--- config.mk ---
export PLATFORM = sky130hd
export DESIGN_NAME = fb_mem_arbiter
export DESIGN_NICKNAME = d
export VERILOG_FILES = /design/src/rtl/fb_mem_arbiter.sv
export SDC_FILE = /design/constraint.sdc
export NUM_CORES = 1
export LEC_CHECK = 0
export CAP_MARGIN = 5
export CORE_AREA = 2 2 152 110
export DETAILED_ROUTE_END_ITERATION = 16
export DIE_AREA = 0 0 154 112
export PLACE_DENSITY = 0.86
export SKIP_CTS_REPAIR_TIMING = 1
export SLEW_MARGIN = 10
export SYNTH_ARGS = -nofsm -noshare
export SYNTH_HDL_FRONTEND = slang
export SYNTH_SLANG_ARGS = --single-unit
--- constraint.sdc ---
create_clock -name clk -period 3.4 [get_ports clk]
set_input_delay 0.68 -clock clk [delete_from_list [all_inputs] [get_ports clk]]
set_output_delay 0.68 -clock clk [all_outputs]
set_load 0.005 [all_outputs]
--- src/rtl/fb_mem_arbiter.sv ---
// Round-robin arbiter sharing one framebuffer memory port between NUM_REQ drawing engines,
// with an in-order read tag FIFO for routing return data. Optional macro: ARB_BURST_LOCK_EN.
module fb_mem_arbiter #(
  parameter int NUM_REQ   = 3,
  parameter int DW        = 32,
  parameter int AW        = 16,
  parameter int RD_DEPTH  = 4,
  parameter int BURST_MAX = 8
) (
  input  logic                    clk,
  input  logic                    rst,
  input  logic [NUM_REQ*DW-1:0]   req_data,
  input  logic [NUM_REQ*AW-1:0]   req_addr,
  input  logic [NUM_REQ*DW/8-1:0] req_wben,
  input  logic [NUM_REQ-1:0]      req_op,
  input  logic [NUM_REQ-1:0]      req_rts,
  output logic [NUM_REQ-1:0]      req_rtr,
  output logic [DW-1:0]           mem_data,
  output logic [AW-1:0]           mem_addr,
  output logic [DW/8-1:0]         mem_wben,
  output logic                    mem_op,
  output logic                    mem_rts,
  input  logic                    mem_rtr,
  input  logic [DW-1:0]           mem_rd_data,
  input  logic                    mem_rd_valid,
  output logic [DW-1:0]           arb_out_bcast_data,
  output logic [NUM_REQ-1:0]      arb_out_xfc,
  output logic                    busy,
  output logic                    rd_underflow
);
  localparam int IW = (NUM_REQ > 1) ? $clog2(NUM_REQ) : 1;
  localparam int PW = (RD_DEPTH > 1) ? $clog2(RD_DEPTH) : 1;
  localparam int WB = DW / 8;

  if (NUM_REQ < 2 || NUM_REQ > 8 || RD_DEPTH < 2 || (RD_DEPTH & (RD_DEPTH - 1)) != 0 || BURST_MAX < 1)
  begin : g_param_check
    $error("fb_mem_arbiter: unsupported parameter combination");
  end

  // Handshake: a transfer happens on a cycle where rts && rtr are both high; rts must not
  // depend on rtr, and the sender holds its fields stable until that cycle.
  logic [IW-1:0] lst;
  logic [IW-1:0] win;
  logic          win_vld;
  logic          lock;
  logic          load_en;
  logic          stall;
  logic          accept;
  logic          push;
  logic          pop;
  logic          full;
  logic [PW:0]   count;
  logic [PW-1:0] wr_ptr;
  logic [PW-1:0] rd_ptr;
  logic [IW-1:0] tag_mem [RD_DEPTH];

`ifdef ARB_BURST_LOCK_EN
  localparam int BW = $clog2(BURST_MAX + 1);
  logic [BW-1:0] burst_cnt;

  // While the last winner keeps requesting and has burst budget left, search starts at it.
  assign lock = (burst_cnt != '0) && (burst_cnt < BW'(BURST_MAX)) && req_rts[lst];

  always_ff @(posedge clk) begin
    if (rst) begin
      burst_cnt <= '0;
    end else if (accept) begin
      burst_cnt <= (win == lst && burst_cnt != BW'(BURST_MAX)) ? burst_cnt + BW'(1) : BW'(1);
    end
  end
`else
  assign lock = 1'b0;
`endif

  always_comb begin
    int start;
    int idx;
    start   = lock ? int'(lst) : int'(lst) + 1;
    idx     = 0;
    win     = '0;
    win_vld = 1'b0;
    for (int k = 0; k < NUM_REQ; k++) begin
      idx = (start + k) % NUM_REQ;
      if (!win_vld && req_rts[IW'(idx)]) begin
        win_vld = 1'b1;
        win     = IW'(idx);
      end
    end
  end

  assign load_en = !mem_rts || mem_rtr;
  assign full    = (count == (PW+1)'(RD_DEPTH));
  // A read winner facing a full tag FIFO blocks everyone; we never skip past it.
  assign stall   = win_vld && !req_op[win] && full;
  assign accept  = win_vld && load_en && !stall;
  assign push    = accept && !req_op[win];
  assign pop     = mem_rd_valid && (count != '0);
  assign busy    = mem_rts || (count != '0);

  always_comb begin
    req_rtr = '0;
    if (accept) req_rtr[win] = 1'b1;
  end

  always_ff @(posedge clk) begin
    if (rst) begin
      mem_rts  <= 1'b0;
      mem_data <= '0;
      mem_addr <= '0;
      mem_wben <= '0;
      mem_op   <= 1'b0;
      lst      <= IW'(NUM_REQ - 1);
    end else if (load_en) begin
      mem_rts <= accept;
      if (accept) begin
        mem_data <= req_data[int'(win)*DW +: DW];
        mem_addr <= req_addr[int'(win)*AW +: AW];
        mem_wben <= req_wben[int'(win)*WB +: WB];
        mem_op   <= req_op[win];
        lst      <= win;
      end
    end
  end

  always_ff @(posedge clk) begin
    if (push) tag_mem[wr_ptr] <= win;
  end

  always_ff @(posedge clk) begin
    if (rst) begin
      wr_ptr <= '0;
      rd_ptr <= '0;
      count  <= '0;
    end else begin
      if (push) wr_ptr <= wr_ptr + PW'(1);
      if (pop)  rd_ptr <= rd_ptr + PW'(1);
      case ({push, pop})
        2'b10:   count <= count + (PW+1)'(1);
        2'b01:   count <= count - (PW+1)'(1);
        default: count <= count;
      endcase
    end
  end

  always_ff @(posedge clk) begin
    if (rst) begin
      arb_out_bcast_data <= '0;
      arb_out_xfc        <= '0;
      rd_underflow       <= 1'b0;
    end else begin
      arb_out_xfc <= '0;
      if (pop) begin
        arb_out_bcast_data <= mem_rd_data;
        arb_out_xfc        <= NUM_REQ'(1) << tag_mem[rd_ptr];
      end
      if (mem_rd_valid && count == '0) rd_underflow <= 1'b1;
    end
  end
endmodule

==> results.py <==
metrics = {
    "global_routing": {
        "grt_pass1_vias": 5749,
        "antenna_found_initial": 1,
        "grt_pass1_wl_um": 29100,
        "gr-total-overflow": 0,
        "grt_max_degree": 96,
        "grtUsageTotal_pct": 20.8,
    },
    "layout": {
        "synthToLayoutAreaGrowth_pct": 61.7,
        "num-fill-cells": 1366,
        "nets": 1163,
        "layout-drive-gt1-share_pct": 11.8,
        "final_cells": 1166,
        "seq_area_um2": 2270,
        "multiInputGateArea_um2": 3190,
        "fin_util_pct": 58.5,
    },
    "logic_synthesis": {
        "synth_ff_type": "dfxtp_1",
        "ys_seq_area_share_pct": 39.4,
        "synth_seq_cells": 109,
        "syn_nets": 895,
        "synthCells": 687,
        "ys_async_sr_fraction_pct": 0,
        "yosysWarnings": 0,
        "avgSynthCellArea_um2": 8.36,
        "yosysUniqueCellTypes": 50,
        "synth-edff-count": 8,
        "netlist_area_um2": 5740,
    },
    "timing": {
        "setup_violations": 0,
        "period_share_pct": 95.9,
        "setup_tns_ps": 0,
        "max_freq_mhz": 307,
        "drv_slew": 0,
        "fin_skew_ps": 16.1,
        "final_hold_viol_count": 0,
        "min_period_ps": 3260,
        "max_slew_margin_pct": 52.9,
        "max_slew.worst_pin.slew_ps": 706,
    },
    "place": {
        "hpwl_um": 13300,
        "portBuffers": 291,
        "placed_cells": 1144,
        "place_congestion": 0.806,
    },
    "worst_hold_path": {
        "holdPathStages": 2,
        "hold_class": "flip-flop to flip-flop",
        "worstHoldStart": "arb_out_bcast_data[16]$_SDFFE_PP0P_",
        "holdPathEnd": "arb_out_bcast_data[16]$_SDFFE_PP0P_",
    },
    "die": {
        "dieArea_um2": 17200,
        "die_h_um": 112,
        "initial_core_util_pct": 36.2,
        "coreArea_um2": 15900,
        "die_w_um": 154,
        "rows": 39,
        "num_io_pins": 292,
    },
    "clock_network": {
        "cts.htree.levels": 3,
        "cts.sinks": 109,
        "numCtsBuffers": 9,
        "cts-root-buf": "clkbuf_16",
        "clk_path_buf_depth": 2,
        "cts_tree": "yes",
        "insertion_delay_ps": 350,
        "clk_pin_slew_ps": 80,
    },
    "routing": {
        "viasPerCell": 5.21,
        "drt_iter0_markers": 507,
        "num_vias": 6073,
        "drc": 0,
        "drt-total-wl_um": 18800,
        "wl_per_cell_um": 16.1,
        "drtPass1Iterations": 7,
        "drtAntennaViolNets": 0,
    },
    "critical_path": {
        "path_cells": "inv_2 > ha_2 > nand3b_1 > a221o_1 > o211a_4 > buf_4 > a31o_4 > a22oi_4 > nor3_1 > dlymetal6s2s_1",
        "crit_required_ps": 2720,
        "crit_fanout": 4,
        "worstRegToRegCells": 16,
        "crit_type": "flip-flop to output pin",
        "cpMaxStageDelayCell": "dfxtp_4",
        "critPathMaxStageDelay_ps": 390,
        "crit_path_start_kind": "flip-flop",
        "rrSetupSlack_ps": 140,
        "critPathCaptureType": "output pin",
        "r2r_end": "count[2]$_SDFFE_PP0P_",
        "cp.arrival_ps": 2580,
        "r2r-start": "lst[1]$_SDFFE_PP1P_",
    },
    "power": {
        "p_per_area_nw_per_um2": 809,
        "peakVddDrop_mv": 0.596,
        "p_total_mw": 7.51,
        "p_leak_nw": 3.49,
    },
    "outcome": {
        "status": "finished, final reports clean",
    },
    "job": {
        "maxCapViolCount": 0,
    },
}
-- report_power, final --
group | leakage [nW] | switching (mW) | internal, mW
sequential | 0.906 | 0.183 | 1.71
clock | 0.156 | 0.565 | 0.548
combinational | 2.43 | 2.29 | 2.23
total | 3.49 | 3.03 | 4.48
-- through the flow --
stage / hold slack [ps] / setup WS (ps) / instance area, um2
3_3_place_gp: 441 / -358 / 8840
6_report: 455 / 139 / 9290
4_1_cts: 457 / -394 / 9160
5_1_grt: 473 / -6.84 / 9290
2_1_floorplan: 450 / 57.4 / 5740
3_5_place_dp: 446 / -442 / 8840
-- worst max-delay path, delay by kind of cell (launching register included) --
family | cells | cell delay [ps]
AO/OA/AOI/OAI | 4 | 1070
flip-flops | 1 | 390
buffers and inverters | 3 | 380
AND/OR/NAND/NOR | 2 | 240
adder cells (fa/ha/maj) | 1 | 170
-- area by class of cell --
type | instances | area share, %
repair buffers | 324 | 34.3
diodes | 1 | 0.0270
inverters | 16 | 0.674
multi-input cells | 495 | 34.3
clock inverters | 7 | 1.04
well taps | 205 | 2.76
flip-flops and latches | 109 | 24.4
clock buffers | 9 | 2.43
-- per-layer routing --
metal / track usage (%) / routed length (um) / share of wire (%) / vias to the layer above
met1: 26.4 / 8170 / 44 / 2873
met2: 35.2 / 9040 / 48 / 212
met3: 5.18 / 1240 / 6.6 / 33
li1: - / - / - / 2955
met5: 0 / 0 / 0 / -
met4: 5.86 / 325 / 1.7 / 0
-- state kept, by name (all words and copies together), names as in the netlist, named ones only --
name / cells
arb_out_xfc: 3
count: 3
tag_mem: 8
rd_ptr: 2
wr_ptr: 2
mem_addr: 16
rd_underflow: 1
mem_wben: 4
mem_op: 1
mem_rts: 1
arb_out_bcast_data: 32
lst: 2
mem_data: 32
-- worst max-delay path by stage --
stage / endpoint / slack (ps) / cells past startpoint / startpoint
final: req_rtr[1] / 140 / 10 / lst[1]$_SDFFE_PP1P_
after global routing: count[2]$_SDFFE_PP0P_ / -7 / 16 / lst[0]$_SDFFE_PP0P_
after CTS: req_rtr[1] / -390 / 9 / req_rts[2]
after detailed placement: count[2]$_SDFFE_PP0P_ / -440 / 15 / req_rts[2]
after global placement: req_rtr[1] / -360 / 9 / req_rts[2]
after floorplan: count[2]$_SDFFE_PP0P_ / 60 / 17 / lst[0]$_SDFFE_PP0P_
-- logic make-up (layout without fill, tap and decap cells) --
kind of cell | Yosys count | in the layout | synth area share (%)
buffers and inverters | 83 | 356 | 6.27
other | 0 | 1 | 0
and+or+nand+nor | 316 | 316 | 27.5
DFF | 109 | 109 | 39.4
muxes | 60 | 60 | 12.1
xor gates and xnor gates | 4 | 4 | 0.610
adders and majority gates | 10 | 10 | 2.31
AOI/OAI and AO/OA | 105 | 105 | 11.7
-- cell usage after synthesis (2+ instances only) --
| cell | instances | area (um2) |
|---|---|---|
| nand3_1 | 157 | 786 |
| dfxtp_1 | 101 | 2020 |
| nand2_1 | 71 | 267 |
| nor2b_1 | 54 | 338 |
| a31oi_1 | 52 | 325 |
| clkbuf_1 | 40 | 150 |
| mux2_2 | 38 | 428 |
| a21oi_1 | 36 | 180 |
| mux2_1 | 15 | 169 |
| buf_1 | 14 | 52.6 |
| inv_1 | 14 | 52.6 |
| nor2_1 | 11 | 41.3 |
| ha_1 | 9 | 113 |
| edfxtp_1 | 8 | 240 |
| and2_1 | 6 | 37.5 |
| buf_2 | 6 | 30.0 |
| buf_4 | 4 | 30.0 |
| mux2i_1 | 4 | 40.0 |
| nand2b_1 | 4 | 25.0 |
| nor3_1 | 4 | 20.0 |
| xor2_1 | 3 | 26.3 |
| a211oi_1 | 2 | 15.0 |
| buf_6 | 2 | 22.5 |
| mux4_2 | 2 | 45.0 |
| nand3b_1 | 2 | 15.0 |
| nor4b_1 | 2 | 17.5 |
| o211a_1 | 2 | 20.0 |
| o21ai_0 | 2 | 10.0 |
-- cells in the final DEF, fill, tap and decap left out, types with 3 or more instances in the layout --
master,instances
clkdlybuf4s50_1,284
nand3_1,157
dfxtp_1,99
nand2_1,71
nor2b_1,54
a31oi_1,52
mux2_2,38
a21oi_1,35
buf_4,33
mux2_1,15
inv_1,10
nor2_1,10
clkbuf_16,9
edfxtp_1,8
and2_1,6
ha_1,6
dlymetal6s2s_1,6
nor3_1,4
nand2b_1,4
inv_2,4
mux2i_1,3
inv_12,3
(Power assumes the default switching activity.)
